`src/rtl/riscv_fetch_pkg.sv`:
```
// Shared types and defaults for the instruction-fetch front end.
// The optional FETCH_PERF_EN macro (see riscv_fetch_unit) adds performance counters.
package riscv_fetch_pkg;

  localparam int INSTR_W = 32;
  // Width of the PC field stored in the prefetch buffer; the unit supports ADDR_W up to this.
  localparam int FETCH_ADDR_W = 32;
  localparam logic [FETCH_ADDR_W-1:0] RESET_PC_DEFAULT = 32'h0000_0000;

  // One buffered instruction together with the PC it was fetched from.
  typedef struct packed {
    logic [INSTR_W-1:0]      instr;
    logic [FETCH_ADDR_W-1:0] pc;
  } fetch_entry_t;

endpackage

```
`src/rtl/riscv_fetch_fifo.sv`:
```
// Circular prefetch buffer of fetch_entry_t. Flush has priority over push and pop.
// Push while full is accepted only when a pop happens in the same cycle.
module riscv_fetch_fifo
  import riscv_fetch_pkg::*;
#(
  parameter int DEPTH = 2,
  localparam int PTR_W = $clog2(DEPTH),
  localparam int CNT_W = $clog2(DEPTH + 1)
) (
  input  logic             clk,
  input  logic             rst_n,
  input  logic             flush,
  input  logic             push,
  input  fetch_entry_t     push_data,
  input  logic             pop,
  output fetch_entry_t     head,
  output logic [CNT_W-1:0] count,
  output logic             full,
  output logic             empty
);

  fetch_entry_t     entries_q [DEPTH];
  logic [PTR_W-1:0] rd_ptr_q, rd_ptr_d;
  logic [PTR_W-1:0] wr_ptr_q, wr_ptr_d;
  logic [CNT_W-1:0] count_q, count_d;
  logic             do_push;
  logic             do_pop;

  assign empty = (count_q == '0);
  assign full  = (count_q == CNT_W'(DEPTH));
  assign count = count_q;
  assign head  = entries_q[rd_ptr_q];

  // Pointer and occupancy update; flush empties the buffer regardless of push/pop.
  always_comb begin
    do_pop   = pop && !empty;
    do_push  = push && (!full || do_pop);
    rd_ptr_d = rd_ptr_q;
    wr_ptr_d = wr_ptr_q;
    count_d  = count_q;
    if (flush) begin
      rd_ptr_d = '0;
      wr_ptr_d = '0;
      count_d  = '0;
    end else begin
      if (do_push) wr_ptr_d = wr_ptr_q + PTR_W'(1);
      if (do_pop)  rd_ptr_d = rd_ptr_q + PTR_W'(1);
      count_d = count_q + CNT_W'(do_push) - CNT_W'(do_pop);
    end
  end

  // Control state registers.
  always_ff @(posedge clk or negedge rst_n) begin
    if (!rst_n) begin
      rd_ptr_q <= '0;
      wr_ptr_q <= '0;
      count_q  <= '0;
    end else begin
      rd_ptr_q <= rd_ptr_d;
      wr_ptr_q <= wr_ptr_d;
      count_q  <= count_d;
    end
  end

  // Entry storage; contents are only meaningful while counted, so no reset is needed.
  always_ff @(posedge clk) begin
    if (do_push && !flush) entries_q[wr_ptr_q] <= push_data;
  end

endmodule

```
`src/rtl/riscv_fetch_unit.sv`:
```
// Instruction-fetch front end: owns the fetch PC, issues sequential word requests,
// buffers in-order responses with their PCs and hands them to the core.
// A redirect flushes the buffer and drops responses still in flight.
// Optional macro FETCH_PERF_EN adds perf_fetch_cnt / perf_drop_cnt outputs.
// Handshakes: a transfer happens on a cycle where valid && ready are both high at the
// rising edge; a producer holds its payload stable while valid && !ready.
module riscv_fetch_unit
  import riscv_fetch_pkg::*;
#(
  parameter int                ADDR_W   = FETCH_ADDR_W,
  parameter int                DEPTH    = 2,
  parameter logic [ADDR_W-1:0] RESET_PC = ADDR_W'(RESET_PC_DEFAULT)
) (
  input  logic               clk,
  input  logic               reset,
  output logic               imem_req_valid,
  input  logic               imem_req_ready,
  output logic [ADDR_W-1:0]  imem_req_addr,
  input  logic               imem_rsp_valid,
  input  logic [INSTR_W-1:0] imem_rsp_data,
  input  logic               redirect_valid,
  input  logic [ADDR_W-1:0]  redirect_pc,
  output logic               instr_valid,
  input  logic               instr_ready,
  output logic [INSTR_W-1:0] instr_data,
  output logic [ADDR_W-1:0]  instr_pc
`ifdef FETCH_PERF_EN
  ,
  output logic [31:0]        perf_fetch_cnt,
  output logic [31:0]        perf_drop_cnt
`endif
);

  localparam int                CNT_W      = $clog2(DEPTH + 1);
  localparam logic [ADDR_W-1:0] PC_STEP    = ADDR_W'(4);
  localparam logic [ADDR_W-1:0] ALIGN_MASK = ~ADDR_W'(3);

  logic [ADDR_W-1:0] fetch_pc_q, fetch_pc_d;
  logic [ADDR_W-1:0] rsp_pc_q, rsp_pc_d;
  logic [CNT_W-1:0]  outstanding_q, outstanding_d;
  logic [CNT_W-1:0]  drop_cnt_q, drop_cnt_d;

  logic [CNT_W-1:0]  fifo_count;
  logic              fifo_full;
  logic              fifo_empty;
  fetch_entry_t      fifo_head;
  fetch_entry_t      push_entry;

  logic [CNT_W:0]    credit_used;
  logic              req_fire;
  logic              rsp_live;
  logic              rsp_drop_hit;
  logic [ADDR_W-1:0] redirect_target;

  // Request credit: outstanding requests plus buffered words may never exceed DEPTH,
  // so every live response is guaranteed a free FIFO slot.
  always_comb begin
    credit_used     = {1'b0, outstanding_q} + {1'b0, fifo_count};
    imem_req_valid  = reset && !redirect_valid && !fifo_full &&
                      (credit_used < (CNT_W + 1)'(DEPTH));
    req_fire        = imem_req_valid && imem_req_ready;
    rsp_live        = imem_rsp_valid && !redirect_valid && (drop_cnt_q == '0);
    rsp_drop_hit    = imem_rsp_valid && !redirect_valid && (drop_cnt_q != '0);
    redirect_target = redirect_pc & ALIGN_MASK;
    push_entry      = '{instr: imem_rsp_data, pc: FETCH_ADDR_W'(rsp_pc_q)};
  end

  // Next-state for PCs and counters; redirect overrides sequential progress.
  always_comb begin
    fetch_pc_d    = fetch_pc_q;
    rsp_pc_d      = rsp_pc_q;
    drop_cnt_d    = drop_cnt_q;
    outstanding_d = outstanding_q + CNT_W'(req_fire) - CNT_W'(imem_rsp_valid);
    if (redirect_valid) begin
      // Everything still in flight after this cycle belongs to the old path.
      fetch_pc_d = redirect_target;
      rsp_pc_d   = redirect_target;
      drop_cnt_d = outstanding_d;
    end else begin
      if (req_fire)     fetch_pc_d = fetch_pc_q + PC_STEP;
      if (rsp_live)     rsp_pc_d   = rsp_pc_q + PC_STEP;
      if (rsp_drop_hit) drop_cnt_d = drop_cnt_q - CNT_W'(1);
    end
  end

  // PC and counter registers.
  always_ff @(posedge clk or negedge reset) begin
    if (!reset) begin
      fetch_pc_q    <= RESET_PC;
      rsp_pc_q      <= RESET_PC;
      outstanding_q <= '0;
      drop_cnt_q    <= '0;
    end else begin
      fetch_pc_q    <= fetch_pc_d;
      rsp_pc_q      <= rsp_pc_d;
      outstanding_q <= outstanding_d;
      drop_cnt_q    <= drop_cnt_d;
    end
  end

  riscv_fetch_fifo #(
    .DEPTH (DEPTH)
  ) u_fifo (
    .clk       (clk),
    .rst_n     (reset),
    .flush     (redirect_valid),
    .push      (rsp_live),
    .push_data (push_entry),
    .pop       (instr_valid && instr_ready),
    .head      (fifo_head),
    .count     (fifo_count),
    .full      (fifo_full),
    .empty     (fifo_empty)
  );

  // Core-facing view of the FIFO head; idle outputs show zero data and the next expected PC.
  always_comb begin
    imem_req_addr = fetch_pc_q;
    instr_valid   = !fifo_empty;
    instr_data    = fifo_empty ? '0 : fifo_head.instr;
    instr_pc      = fifo_empty ? rsp_pc_q : ADDR_W'(fifo_head.pc);
  end

`ifdef FETCH_PERF_EN
  logic [31:0] perf_fetch_q, perf_fetch_d;
  logic [31:0] perf_drop_q, perf_drop_d;
  logic        rsp_discard;

  // Saturating counts of pushed and discarded responses (redirect-cycle beats are discards).
  always_comb begin
    rsp_discard  = imem_rsp_valid && !rsp_live;
    perf_fetch_d = perf_fetch_q;
    perf_drop_d  = perf_drop_q;
    if (rsp_live && (perf_fetch_q != 32'hFFFF_FFFF))   perf_fetch_d = perf_fetch_q + 32'd1;
    if (rsp_discard && (perf_drop_q != 32'hFFFF_FFFF)) perf_drop_d  = perf_drop_q + 32'd1;
  end

  // Performance counter registers.
  always_ff @(posedge clk or negedge reset) begin
    if (!reset) begin
      perf_fetch_q <= '0;
      perf_drop_q  <= '0;
    end else begin
      perf_fetch_q <= perf_fetch_d;
      perf_drop_q  <= perf_drop_d;
    end
  end

  assign perf_fetch_cnt = perf_fetch_q;
  assign perf_drop_cnt  = perf_drop_q;
`endif

endmodule

```
`config.mk`:
```
export PLATFORM = sky130hd
export DESIGN_NAME = riscv_fetch_unit
export DESIGN_NICKNAME = d
export VERILOG_FILES = /design/src/rtl/riscv_fetch_pkg.sv /design/src/rtl/riscv_fetch_fifo.sv /design/src/rtl/riscv_fetch_unit.sv
export SDC_FILE = /design/constraint.sdc
export NUM_CORES = 1
export LEC_CHECK = 0
export CAP_MARGIN = 30
export CORE_ASPECT_RATIO = 2
export CORE_MARGIN = 10
export CORE_UTILIZATION = 44
export CTS_CLUSTER_DIAMETER = 120
export CTS_CLUSTER_SIZE = 16
export DETAILED_ROUTE_END_ITERATION = 10
export GPL_ROUTABILITY_DRIVEN = 0
export HOLD_SLACK_MARGIN = 0.02
export PLACE_DENSITY = 0.78
export SLEW_MARGIN = 30
export SYNTH_ARGS = -nofsm -noshare
export SYNTH_HDL_FRONTEND = slang
export SYNTH_SLANG_ARGS = --single-unit
```
`constraint.sdc`:
```
create_clock -name clk -period 11.2 [get_ports clk]
set_input_delay 1.68 -clock clk [delete_from_list [all_inputs] [get_ports clk]]
set_output_delay 1.68 -clock clk [all_outputs]
set_load 0.03 [all_outputs]
```
Word level (Yosys, flattened, before mapping)
Memory sizes are Yosys's and may differ from the RTL's.
Index checks and enable logic that the tools add are counted.

operators by class
  add/subtract/negate cells = 10
  order comparisons = 1
  equality and inequality tests = 1
  multiplexer cells = 15
  reduce and logical (&&, ||, !) cells = 23

operators with widths
  kind                   number
  $mux 32                6
  $add 32x3->32 const B  2
  $reduce_bool 2->1      6
  $logic_and 1x1->1      11
  $mux 1                 6
  $mux 2                 3
  $add 2x1->2            2
  $logic_not 2->1        2
  $sub 2x1->2            2
  $add 2x2->3            1
  $logic_not 1->1        3
  $lt 3x2->1 const B     1
  $add 1x1->1 const B    2
  $eq 2x2->1 const B     1
  $sub 2x1->2 const B    1
  $logic_or 1x1->1       1

word-level totals
  register bits after elaboration = 72
  memory bits (writable) = 128
  bits of input ports = 70
  output and inout bits = 98
  word-level logic and storage cells = 58
  memories = 1

memories
  name              depth  bits a word  read ports  clocked after memory_dff  wr ports  RTL line                RTL
  u_fifo.entries_q  2      64           1           0                         1         riscv_fetch_fifo.sv:22  fetch_entry_t entries_q [DEPTH];

Logic depth before layout (Yosys ltp)
Gate-level depths: netlist (run 1).

  depth in word-level cells = 9
  mapped depth = 14
  depth with buffers taken out = 12

Cells and area by module
A second synthesis (run 1) with hierarchy kept.

second synthesis, totals
  cells, all modules = 710
  area, all modules = 9290.2 um^2

modules (own cells, without submodules)
  module            instances  cells each  area an instance (um^2)  sequential area each (um^2)
  riscv_fetch_fifo  1          228         4902.2                   3943.8
  riscv_fetch_unit  1          482         4388.0                   1601.5

Worst setup path after synthesis (run 1)
No wires, ideal clock.

  kind = input -> register
  from = in redirect_valid
  to = mem u_fifo.entries_q[0][10] in the netlist's numbering (enable)
  library setup time = 635 ps
  arrival time = 7972 ps
  required time = 10565 ps
  path slack = 2594 ps
  stages = 3
  buffers on the path = 2
  cell sequence = buf_6 > clkbuf_1 > nor4_1

between the ends
  cells in the longest elaborated chain, start to end = 7

ends and longest elaborated chain
  item                              RTL line                                        RTL
  start: declaration                riscv_fetch_unit.sv:21                          input logic redirect_valid,
  $logic_not 1->1 (*)               riscv_fetch_fifo.sv:67, riscv_fetch_unit.sv:62
  $logic_and 1x1->1 (2 in a row)    riscv_fetch_unit.sv:62                          rsp_live = imem_rsp_valid && !redirect_valid && (drop_cnt_q == '0);
  $logic_and 1x1->1                 riscv_fetch_fifo.sv:37                          do_push = push && (!full || do_pop);
  $logic_and 1x1->1 (*)             riscv_fetch_fifo.sv:67                          if (do_push && !flush) entries_q[wr_ptr_q] <= push_data;
  $mux 1 (*)                        riscv_fetch_fifo.sv:67
  $mux 1 (implied by the code) (*)  riscv_fetch_fifo.sv:67
  end: declaration                  riscv_fetch_fifo.sv:22

Every way passes the cells marked *; elsewhere a longest branch is shown, timed or not.

Worst setup path in the final report (run 1)
  from = in reset
  to = out imem_req_valid

between the ends
  cells in the longest elaborated chain, start to end = 3

ends and longest elaborated chain
  item                            RTL line                RTL
  start: declaration              riscv_fetch_unit.sv:15  input logic reset,
  $logic_and 1x1->1 (3 in a row)  riscv_fetch_unit.sv:59  imem_req_valid = reset && !redirect_valid && !fifo_full &&
  end: declaration                riscv_fetch_unit.sv:16  output logic imem_req_valid,

No other way between the ends.

==> flow_summary.ini, run 1 <==
[timing]
tns_ns = 0
grt_setup_unrepaired = no
hold_viol = 0
maxSlewHeadroom_pct = 36.0
tightest_slew_ns = 0.959
setup_viol = 0
period_minus_slack_ns = 4.99
drv_slew = 0
fmax_ghz = 0.201
skew_ns = 0.00984
period_share_pct = 44.5
worst_slack_ns = 6.21

[worst_setup_path]
cp-start-kind = input port
cp.required_ns = 9.52
worstPathCellList = buf_2 > buf_4 > nor4b_4 > and2_1 > clkdlybuf4s50_1
cpPeakStageDelay_ns = 0.66
path_class = in2out
cp_top_family = buffers and inverters
path_max_fanout = 32
endpoint_kind = primary output
cp_data_arrival_time_ns = 3.31
slowest_stage = clkdlybuf4s50_1
cp_num_buf_inv = 3

[place]
pre_cts_ws_ns = 6.18
dp_hpwl_mm = 15.2
io_buffers = 161
placed_area_um2 = 10500

[power_and_ir_drop]
p_leak_nw = 3.92
power_per_cell_area_nw_per_um2 = 204
totalPowerFinal_mw = 2.26
ir_drop_uv = 105

[yosys]
ys_ff_latch = 192
ys_top_cells_by_area = edfxtp_1, dfrtp_1, mux2i_1, nand2_1, o21ai_0
synth_top_area_share_pct = 42.8
synthArstFlopShare_pct = 35.4
netlist_instances = 700
seq_area_frac_synth_pct = 62.4
syn_avg_cell_area_um2 = 12.4
yosysUniqueCellTypes = 50
synth_top_area_cell = edfxtp_1
synth_edf_count = 124
yosys_warnings = 0
ys.flop_type = edfxtp_1
synth_area_um2 = 8690

[floorplan]
core_um2 = 19400
initial_utilization_pct = 44.9
die_width_um = 119
fp.dieH_um = 219
io_pins = 168
row_count = 72
die-area_um2 = 26100

[cts]
htreeDepth = 4
cts_hold_buf = 0
post-cts-setup-buffers = 0
cts.repair.resized = 0
clockRootBuffer = clkbuf_16
cts_buffers = 17
clk_pin_slew_ns = 0.07
cts_tree = built
cts.path.max_buffers = 2
clkSinkCount = 192
clk-insertion-delay-late_ns = 0.44

[route]
drt-initial-drc-count = 371
detail_route.vias_per_cell = 5.34
wl_mm = 21.7
ant_nets = 0
routedWlPerCell_um = 19.2
dr.pass1.iters = 5
drc = 0
vias = 6014

[final_layout]
final_cell_mix = clkdlybuf4s50_1, edfxtp_1, nand2_1
synthToLayoutAreaGrowth_pct = 27.6
fin_nets = 932
stdcell_area_um2 = 11100
drive_gt1_share_pct = 8.54
final_common_cell = clkdlybuf4s50_1

[grt]
grt_pass1_vias = 6099
grt.overflow.total = 0
grt_pass1_wl_mm = 33.5
use_met2_pct = 30.1
grtUsageTotal_pct = 16.5
grt_busiest_layer = met2
grt_max_degree = 94
use_met3_pct = 3.83
antenna_found_initial = 1
met1_usage_pct = 17.3

[outcome]
status = finished clean

[flow_run]
maxCapViolCount = 0

[hold_path]
holdCritPathClass = reg2reg
final cells by class:
type                       count  area, um2
tap                          259        324
clock buffer                  18        439
fill                        1591       8270
inverter                      15       56.3
multi-input combinational    460       3060
antenna                        1       2.50
clock inverter                14        130
sequential                   192       5430
timing repair buffer         168       1650
flip-flops by register name, indices dropped and copies added (netlist names):
register          flops
imem_req_addr        30
u_fifo.wr_ptr_q       1
u_fifo.rd_ptr_q       1
outstanding_q         2
u_fifo.entries_q    124
drop_cnt_q            2
rsp_pc_q             30
u_fifo.count          2
kinds of logic after synthesis:
group	share of synthesized area, %
simple gates	13.2
flops	62.4
compound gates	6.62
mux	9.32
buf+inv	2.71
xor+xnor	4.43
fa+ha+maj	1.24
other cells	0.0431
where the power goes:
part	switching [mW]	internal (mW)	leakage (nW)
Sequential	0.0640	0.833	1.94
Clock	0.268	0.316	0.275
Combinational	0.475	0.309	1.71
metrics by stage:
step	util [%]	hold slack [ns]	cells
2_1_floorplan	-	0.482	703
3_3_place_gp	54.3	0.503	1094
3_5_place_dp	54.3	0.511	1094
4_1_cts	57.3	0.526	1126
5_1_grt	57.3	0.543	1127
6_report	57.3	0.524	1127
worst register-to-register path, stage by stage, from the launching register on:
cell and delay (ns):
dfrtp_1 0.44, and2_1 0.17, fa_1 0.47, nor4b_4 0.30
and3_2 0.51, inv_2 0.27, ha_1 0.35, inv_1 0.04
ha_1 0.17, xnor2_1 0.17, xnor2_1 0.16, nand2_1 0.08
o21ai_0 0.09
metal layers:
metal	wire length [um]	vias up
li1	-	2872
met2	11900	199
met5	0	-
met1	8130	2906
met3	884	37
met4	784	0
cell usage after synthesis, types with 6 or more instances:
cell      instances
nand4_1          18
buf_2             8
o211ai_1         11
o311ai_0         11
mux2i_1          63
o21ai_0          59
and3_1            8
nand2_1          79
dfrtp_1          68
ha_1              7
a21oi_1           6
mux2_2           16
edfxtp_1        124
clkbuf_1         17
nor2_1           52
xor2_1           24
xnor2_1          20
inv_1            14
nand3_1          34
worst paths after layout:
| kind | from | to | slack (ns) | cells past startpoint |
|---|---|---|---|---|
| max | reset | imem_req_valid | 6.21 | 5 |
| min | imem_req_addr[31] | imem_req_addr[31] | 0.52 | 1 |
| max reg2reg | u_fifo.count[0] | drop_cnt_q[1] | 7.90 | 12 |
| min reg2reg | imem_req_addr[31] | imem_req_addr[31] | 0.52 | 1 |
| max in group asynchronous | reset | u_fifo.rd_ptr_q | 9.00 | 3 |
| min in group asynchronous | reset | rsp_pc_q[7] | 1.28 | 2 |
(Power assumes the default switching activity.)
==> run 2, diff against run 1 <==
==> constraint.sdc (replaced) <==
create_clock -name clk -period 5 [get_ports clk]
set_input_delay 0.75 -clock clk [delete_from_list [all_inputs] [get_ports clk]]
set_output_delay 0.75 -clock clk [all_outputs]
set_load 0.03 [all_outputs]
==> run 2 against run 1 <==
Effect of this change:
- cell count is 0.18% higher
- clock skew is 0.0035 ns higher
- largest power group unchanged
- flip-flop and latch count stayed put
- non-clock buffer count is 2 higher
- combinational power is 120% higher
- first-iteration DRC count is 9.2% higher
- global-route usage is 0.12 points higher
- core utilization is 0.41 points higher
- setup slack worse by 4.8 ns
- critical endpoint is now instr_pc[12]
==> flow_summary.ini, run 2 (same netlist as run 1, synthesis figures left out) <==
[final_layout]
regMostFlops = u_fifo.entries_q
fill_cells = 1584
drive_gt1_share_pct = 8.98
stdcell_area_um2 = 11200
fin_nets = 934
synthToLayoutAreaGrowth_pct = 28.5
final_cell_mix = clkdlybuf4s50_1, edfxtp_1, nand2_1
final_common_cell = clkdlybuf4s50_1
finalNonFillerCells = 1129
largest_reg_flops = 124

[route]
detail_route.vias_per_cell = 5.33
routedWlPerCell_um = 19.2
dr.pass1.iters = 5
drt-initial-drc-count = 405
ant_nets = 0
wl_mm = 21.6
vias = 6014
drc = 0

[power_and_ir_drop]
p_sw_mw = 1.81
seqPwrFrac_pct = 39.8
p_leak_nw = 3.97
clkPwrFrac_pct = 26.5
swShare_pct = 35.2
combPwrFrac_pct = 33.7
power_per_cell_area_nw_per_um2 = 460
ir_drop_uv = 229
p_int_mw = 3.33

[outcome]
status = finished clean

[cts]
cts_tree = built
htreeDepth = 4
post-cts-setup-buffers = 0
clk-insertion-delay-late_ns = 0.43
cts.path.max_buffers = 2
clockRootBuffer = clkbuf_16
clk_pin_slew_ns = 0.07
cts.repair.resized = 0
clkSinkCount = 192
cts_hold_buf = 0
cts_buffers = 17

[timing]
skew_ns = 0.0133
setup_viol = 0
period_share_pct = 71.1
period_minus_slack_ns = 3.56
tightest_slew_ns = 0.865
grt_setup_unrepaired = no
tns_ns = 0
hold_viol = 0
worst_slack_ns = 1.44
drv_slew = 0
maxSlewHeadroom_pct = 42.4
fmax_ghz = 0.281
fin_hold_ws_ns = 0.417

[worst_setup_path]
cpPeakStageDelay_ns = 0.74
path_class = reg2out
slowest_stage = clkdlybuf4s50_1
cp-start-kind = flip-flop
endpoint_kind = primary output
path_max_fanout = 37
worstPathCellList = nor2_4 > buf_4 > nand2_1 > o21ai_0 > clkdlybuf4s50_1
cp.required_ns = 4.25
cp_data_arrival_time_ns = 2.81

[floorplan]
fp.dieH_um = 219
io_pins = 168
die_width_um = 119
die-area_um2 = 26100
row_count = 72
core_um2 = 19400
initial_utilization_pct = 44.9

[grt]
grtUsageTotal_pct = 16.7
grt_pass1_vias = 6189
antenna_found_initial = 1
grt_max_degree = 69
grt.overflow.total = 0
grt_pass1_wl_mm = 34.0

[hold_path]
holdCritPathClass = in2async

[place]
placed_area_um2 = 10600
dp_hpwl_mm = 15.9
place_inst = 1096
pre_cts_ws_ns = 1.53
io_buffers = 161

[flow_run]
maxCapViolCount = 0
## run 2: changes by cell type in the layout (fill, tap and decap cells not counted), moves of 2 or more
cell        before  now
clkinvlp_4       2    0
clkbuf_16       17   21
clkinv_2         1    4
clkinv_1         2    0
## run 2: per-layer routing
| metal | wire (um) | up-vias | GRT usage [%] |
|---|---|---|---|
| met4 | 535 | 0 | 6.83 |
| met5 | 0 | - | 0 |
| met2 | 12400 | 167 | 31.4 |
| li1 | - | 2875 | - |
| met3 | 888 | 28 | 3.86 |
| met1 | 7830 | 2944 | 17.2 |
## run 2: layout make-up
cell class,instances,area [um2],share of cell area [%]
antenna,1,2.50,0.0224
clock buffer,21,526,4.70
clock inverter,11,83.8,0.750
inverter,15,56.3,0.504
multi-input combinational,460,3070,27.5
sequential,192,5430,48.6
tap,259,324,2.90
timing repair buffer,170,1690,15.1
## run 2: worst paths after layout
| kind | slack [ns] | depth (start not counted) | endpoint | startpoint |
|---|---|---|---|---|
| worst max-delay path | 1.44 | 5 | instr_pc[12] | u_fifo.count[1] |
| worst min-delay path | 0.42 | 2 | u_fifo.count[1] | reset |
| worst max register to register | 2.10 | 12 | drop_cnt_q[1] | u_fifo.count[0] |
| worst min register to register | 0.52 | 1 | imem_req_addr[31] | imem_req_addr[31] |
| max in group asynchronous | 4.08 | 2 | u_fifo.rd_ptr_q | reset |
| min in group clk | 0.52 | 1 | imem_req_addr[31] | imem_req_addr[31] |
## run 2: worst max-delay path: cells and delay by family, from the launching register on
kind	cells	cell delay (ns)
AO/OA/AOI/OAI	1	0.14
AND/OR/NAND/NOR	2	0.66
buffers and inverters	2	1.08
flip-flops	1	0.46
## run 2: power by group through the flow
| stage | Clock, mW | Sequential [mW] | Combinational (mW) |
|---|---|---|---|
| 4_1_cts | 1.39 | 2.05 | 1.76 |
| 3_5_place_dp | 0 | 2.08 | 1.76 |
| 2_1_floorplan | 0 | 2.05 | 1.04 |
| 6_report | 1.36 | 2.04 | 1.73 |
| 3_3_place_gp | 0 | 2.07 | 1.74 |
| 5_1_grt | 1.44 | 2.07 | 1.86 |
## run 2: metrics by stage
stage	util, %	total power, mW
floorplan	-	3.09
detailed placement	54.5	3.84
finish	57.7	5.14
global placement	54.5	3.81
CTS	57.7	5.20
global route	57.7	5.37
==> run 3, diff against run 2 <==
--- a/config.mk
+++ b/config.mk
@@ -14,7 +14,7 @@
 export DETAILED_ROUTE_END_ITERATION = 10
 export GPL_ROUTABILITY_DRIVEN = 0
 export HOLD_SLACK_MARGIN = 0.02
-export PLACE_DENSITY = 0.78
+export PLACE_DENSITY = 0.81
 export SLEW_MARGIN = 30
 export SYNTH_ARGS = -nofsm -noshare
 export SYNTH_HDL_FRONTEND = slang
==> constraint.sdc (replaced) <==
create_clock -name clk -period 3.2 [get_ports clk]
set_input_delay 0.48 -clock clk [delete_from_list [all_inputs] [get_ports clk]]
set_output_delay 0.48 -clock clk [all_outputs]
set_load 0.03 [all_outputs]
==> run 3 against run 2 <==
Effect of this change:
- core utilization up 0.52 points
- register-to-register slack worse by 1.6 ns
- largest power group unchanged
- die area unchanged
- largest cell class unchanged
- final area increased by 0.90%
- worst hold slack lost 0.26 ns
- critical path depth did not move
- sequential power up 55%
- sequential share of layout area is 0.43 points lower
- setup slack got worse by 1.3 ns
- combinational power rose by 64%
==> flow_summary.ini, run 3 (same netlist as run 1, synthesis figures left out) <==
[cts]
htreeDepth = 4
clkSinkCount = 192
cts.path.max_buffers = 2
clk-insertion-delay-late_ns = 0.43
cts_tree = built
clockRootBuffer = clkbuf_16
clk_pin_slew_ns = 0.07
cts_buffers = 17
post-cts-setup-buffers = 0

[route]
ant_nets = 0
vias = 6158
detail_route.vias_per_cell = 5.41
wl_mm = 21.7
dr.pass1.iters = 5
drc = 0
routedWlPerCell_um = 19.0
drt-initial-drc-count = 416

[final_layout]
fin_nets = 944
synthToLayoutAreaGrowth_pct = 29.7
finalNonFillerCells = 1138
final_cell_mix = clkdlybuf4s50_1, edfxtp_1, nand2_1
regMostFlops = u_fifo.entries_q
largest_reg_flops = 124
final_common_cell = clkdlybuf4s50_1
antenna_cells = 0
drive_gt1_share_pct = 9.90

[grt]
grt.overflow.total = 0
antenna_found_initial = 0
grt_pass1_wl_mm = 34.3
grt_pass1_vias = 6464
grt_max_degree = 69
grtUsageTotal_pct = 16.7

[outcome]
status = finished clean

[flow_run]
maxCapViolCount = 0

[timing]
tightest_slew_ns = 0.672
setup_viol = 0
period_share_pct = 96.5
hold_viol = 0
period_minus_slack_ns = 3.09
tns_ns = 0
grt_setup_unrepaired = yes
skew_ns = 0.0121
drv_slew = 0
fmax_ghz = 0.324
fin_hold_ws_ns = 0.159
maxSlewHeadroom_pct = 55.1

[power_and_ir_drop]
ir_drop_uv = 356
power_per_cell_area_nw_per_um2 = 714
p_leak_nw = 4.05

[worst_setup_path]
path_class = reg2out
cp-start-kind = flip-flop
cp.required_ns = 2.72
startpoint = u_fifo.count[0]
r2r-end = drop_cnt_q[1]
ff2ff_path_depth = 12
endpoint_kind = primary output
path_max_fanout = 4
cp_data_arrival_time_ns = 2.61
worstSetupEndpoint = imem_req_valid
rrSetupSlack_ns = 0.51
worstReg2RegStart = u_fifo.count[0]

[place]
place_inst = 1106
dp_hpwl_mm = 16.0
io_buffers = 161

[floorplan]
row_count = 72
io_pins = 168
die_width_um = 119
core_um2 = 19400
fp.dieH_um = 219
initial_utilization_pct = 44.9
die-area_um2 = 26100

[hold_path]
holdCritPathClass = in2async
-- run 3: worst min-delay path by stage --
stage	end	slack, ns	cells past startpoint	startpoint
floorplan	drop_cnt_q[0]	0.18	0	reset
global placement	imem_req_addr[31]	0.50	1	imem_req_addr[31]
detailed placement	imem_req_addr[31]	0.51	1	imem_req_addr[31]
CTS	imem_req_addr[27]	0.30	2	reset
global route	imem_req_addr[30]	0.23	2	reset
finish	u_fifo.count[1]	0.16	2	reset
-- run 3: worst max-delay path, cell delays in order (launching register included) --
cell	delay, ns
dfrtp_1	0.43
and2_1	0.17
fa_1	0.48
nor4b_4	0.28
and2_1	0.16
clkdlybuf4s50_1	0.67
-- run 3: through the flow --
step / total power, mW / instance area (um2) / utilization, % / setup WS [ns]
final: 8.05 / 11300 / 58.2 / 0.111
after global routing: 8.42 / 11300 / 58.2 / -0.0104
after CTS: 8.14 / 11300 / 58.1 / 0.0550
after detailed placement: 6.06 / 10700 / 55.1 / 0.420
after global placement: 6.01 / 10700 / 55.1 / 0.450
after floorplan: 4.84 / 8750 / - / -0.0621
-- run 3: area by class of cell --
cell class / instances / area [um2]
Clock inverter: 12 / 116
Fill cell: 1545 / 8090
Tap cell: 259 / 324
Multi-Input combinational cell: 460 / 3070
Timing Repair Buffer: 180 / 1810
Inverter: 15 / 56.3
Clock buffer: 20 / 472
Sequential cell: 192 / 5430
-- run 3: repair_timing --
action                     in CTS  in global routing
gates resized for setup         0                  4
hold buffers                    0                  0
setup endpoints to repair       0                  5
-- run 3: power breakdown --
group	switching [mW]	internal [mW]
Combinational	1.66	1.17
Clock	0.961	1.10
Sequential	0.246	2.91
Total	2.86	5.18
-- run 3: layer usage --
| metal | share of wire (%) | vias up | global-route usage (%) |
|---|---|---|---|
| li1 | - | 2889 | - |
| met1 | 35 | 2973 | 16.8 |
| met2 | 55 | 239 | 30.4 |
| met3 | 4.8 | 57 | 3.42 |
| met4 | 5.4 | 0 | 11.4 |
| met5 | 0 | - | 0 |
==> patch 1 (config.mk and constraints of run 1) <==
`DEPTH` is set to 2 in 2 places; all go to 4.
--- a/src/rtl/riscv_fetch_fifo.sv
+++ b/src/rtl/riscv_fetch_fifo.sv
@@ -5,3 +5,3 @@
 #(
-  parameter int DEPTH = 2,
+  parameter int DEPTH = 4,
   localparam int PTR_W = $clog2(DEPTH),
--- a/src/rtl/riscv_fetch_unit.sv
+++ b/src/rtl/riscv_fetch_unit.sv
@@ -10,3 +10,3 @@
   parameter int                ADDR_W   = FETCH_ADDR_W,
-  parameter int                DEPTH    = 2,
+  parameter int                DEPTH    = 4,
   parameter logic [ADDR_W-1:0] RESET_PC = ADDR_W'(RESET_PC_DEFAULT)
Check against the original RTL: not equivalent (Yosys sat finds a counterexample within 4 cycles, from zero or initial values and one cycle with reset low).
==> patch 1 against run 1 <==
- critical path depth did not move
- clock skew rose by 0.0094 ns
- sequential share of layout area rose by 7.5 points
- cell count rose by 24%
- setup slack got worse by 0.98 ns
- design area rose by 48%
- synthesized area rose by 57%
- total power rose by 51%
- global-route usage fell by 0.67 points
- synthesized cell count rose by 21%
- sequential cell count rose by 129
- routed wire length rose by 42%
- critical endpoint unchanged
- highest routed layer unchanged
==> patch 1: results (changes against run 1) <==
met3 routed WL 1.72 mm (+94%); Filler cells 2496 (+57%); Hold Path Depth 0 (-1); reg-to-reg startpoint u_fifo.count[2]$_DFF_PN0_; hold path start rsp_pc_q[29]$_DFFE_PN0N_; largest net degree at the start of global routing 75 (-20%); RR Endpoint drop_cnt_q[2]$_DFFE_PN0P_; clock latency on the worst-skew pair 0.54 ns (+0.10 ns); status finished clean; vias in the first global route 8680 (+42%); Setup Skew 0.0192 ns (+0.00935 ns); hold_ws 0.529 ns (+0.00473 ns); FFs w/ async S/R, synth 22.7% (-13 points); post-synthesis cell count 844 (+21%); Iter 0 DRT Violations 421 (+13%); Area contributors post-synth edfxtp_1, dfrtp_1, mux4_2; CP max FO 74 (+130%); R2R cell count 13 (+1); critical path's largest stage delay 0.80 ns (+0.14 ns); GRT Overall Usage 15.9% (-0.67 points); CTS max path bufs 3 (+1); Place WS 4.99 ns (-1.19 ns); Vias/cell 5.65 (+5.9%); layout cell share with drive strength beyond 1 14.8% (+6.2 points); routing usage on met3 2.90% (-0.93 points)
==> patch 1: changes by cell type in the layout (fill, tap and decap cells not counted), sizes merged, moves of 18 or more <==
cell / delta
mux2i: -59
clkbuf: +25
edfxtp: +124
and2: +36
o21ai: -28
nor2: -30
mux4: +62
nand2: -29
mux2: +18
==> patch 1: kinds of logic after synthesis <==
kind of cell | count (synthesis) | synth area share, %
muxes | 100 | 13.3
DFF | 321 | 67.9
and+or+nand+nor | 219 | 8.60
buffers and inverters | 65 | 2.03
adders and majority gates | 16 | 1.58
AOI/OAI and AO/OA | 80 | 3.83
xor gates and xnor gates | 42 | 2.69
other | 1 | 0.0275
==> patch 1: layout make-up <==
type                    instances  share of cell area (%)
repair buffers                172                    10.6
well taps                     372                    2.83
inverters                      24                   0.548
flip-flops and latches        321                    56.4
multi-input cells             461                    25.2
clock inverters                 1                  0.0989
clock buffers                  43                    4.22
==> patch 1: worst max path at each step <==
stage	from	to	slack [ns]	depth (start not counted)
finish	reset	imem_req_valid	5.23	5
global route	reset	imem_req_valid	5.03	5
CTS	reset	imem_req_valid	4.99	5
detailed placement	reset	imem_req_valid	4.99	5
global placement	reset	imem_req_valid	5.01	5
floorplan	reset	drop_cnt_q[2]$_DFFE_PN0P_	6.61	14
==> patch 1: power by group through the flow <==
stage | sequential (mW) | combinational (mW) | clock [mW]
6_report | 1.46 | 1.14 | 0.822
5_1_grt | 1.47 | 1.22 | 0.889
4_1_cts | 1.46 | 1.16 | 0.845
3_5_place_dp | 1.49 | 1.16 | 0
3_3_place_gp | 1.48 | 1.14 | 0
2_1_floorplan | 1.46 | 0.740 | 0
==> patch 2 (settings of run 1) <==
Made on the original files. The option `FETCH_PERF_EN` is turned on by a define.
--- a/src/rtl/riscv_fetch_unit.sv
+++ b/src/rtl/riscv_fetch_unit.sv
@@ -6,2 +6,4 @@
 // rising edge; a producer holds its payload stable while valid && !ready.
+`define FETCH_PERF_EN
+
 module riscv_fetch_unit
Formal check against the unedited RTL (old outputs only; new: perf_drop_cnt and perf_fetch_cnt): equivalent (equiv_simple and equiv_induct, registers matched by name and starting in step).
==> patch 2 against run 1 <==
- total power up 19%
- routed wire length up 39%
- sequential cell count grew 64
- setup slack worse by 0.21 ns
- design area increased by 33%
- synthesized area increased by 34%
- largest cell class unchanged
- maximum frequency decreased by 4.1%
==> patch 2: results (changes against run 1) <==
status finished clean; number of port buffers 225 (+40%); dpl cell area 14200 µm² (+35%); Post-Synth Adder-Cell Area 1.14% (-0.098 points); initial antenna violation count 0 (-1); unique cell type count in the Yosys netlist 49 (-2.0%); Pleak 5.40 nW (+38%); Synth Area in XOR/XNOR 7.53% (+3.1 points); synth cell count leaders dfrtp_1, edfxtp_1, nand2_1; FFs w/ async S/R, synth 51.6% (+16 points); Period minus WS final 5.20 ns (+0.211 ns); FF+latch area 7030 µm² (+29%); hold path endpoint perf_fetch_cnt[25]$_DFFE_PN0P_; critical path's largest stage delay 0.69 ns (+0.03 ns); WL final 30.2 mm (+39%); placed cell count 1527 (+40%); hold path start perf_fetch_cnt[25]$_DFFE_PN0P_; setup slack, reg-to-reg 7.79 ns (-0.11 ns); Arr. time, crit path 3.52 ns (+0.21 ns); H-tree depth 1 (-3); Compound-Gate Fraction of Synth Area 6.03% (-0.59 points); CTS max path bufs 3 (+1); Detail Placement HPWL 22.0 mm (+45%); Cell Count, Final, Fillers Out 1557 (+38%); nets 1284 (+38%); Filler cells 2178 (+37%); GRT Overall Usage 17.3% (+0.77 points); Place WS 5.95 ns (-0.229 ns); clock latency on the worst-skew pair 0.51 ns (+0.07 ns); Iter 0 DRT Violations 363 (-2.2%); layout cell share with drive strength beyond 1 4.95% (-3.6 points); post-synthesis cell count 992 (+42%); Ant. Diodes 0 (-1); CTS Buf Count 19 (+2); first-pass GRT wire length 46.8 mm (+40%); Worst VDD drop 0.188 mV (+78%); Slew Limit Headroom 40.3% (+4.3 points); CP max FO 63 (+97%)
[patch 2: kinds of logic after synthesis]
logic type	count (synthesis)
AND/OR/NAND/NOR	363
flip-flops	256
AO/OA/AOI/OAI	118
XOR/XNOR	100
multiplexers	75
buffers and inverters	69
adder cells (fa/ha/maj)	10
other	1
[patch 2: layout make-up]
cell class / instances / area share [%]
well taps: 344 / 2.91
inverters: 21 / 0.533
clock buffers: 29 / 3.47
clock inverters: 1 / 0.0593
repair buffers: 236 / 15.8
flip-flops and latches: 256 / 47.6
multi-input cells: 670 / 29.7
[patch 2: power by group]
group / leakage [nW] / switching (mW) / internal (mW)
Combinational: 2.34 / 0.547 / 0.356
Sequential: 2.81 / 0.0859 / 1.08
Clock: 0.250 / 0.312 / 0.317
[patch 2: routing by layer]
layer  global-route usage, %  routed length, µm
met5                       0                  0
met4                    8.81               1510
met3                    4.14               1990
met2                    31.3              15900
met1                    17.9              10800
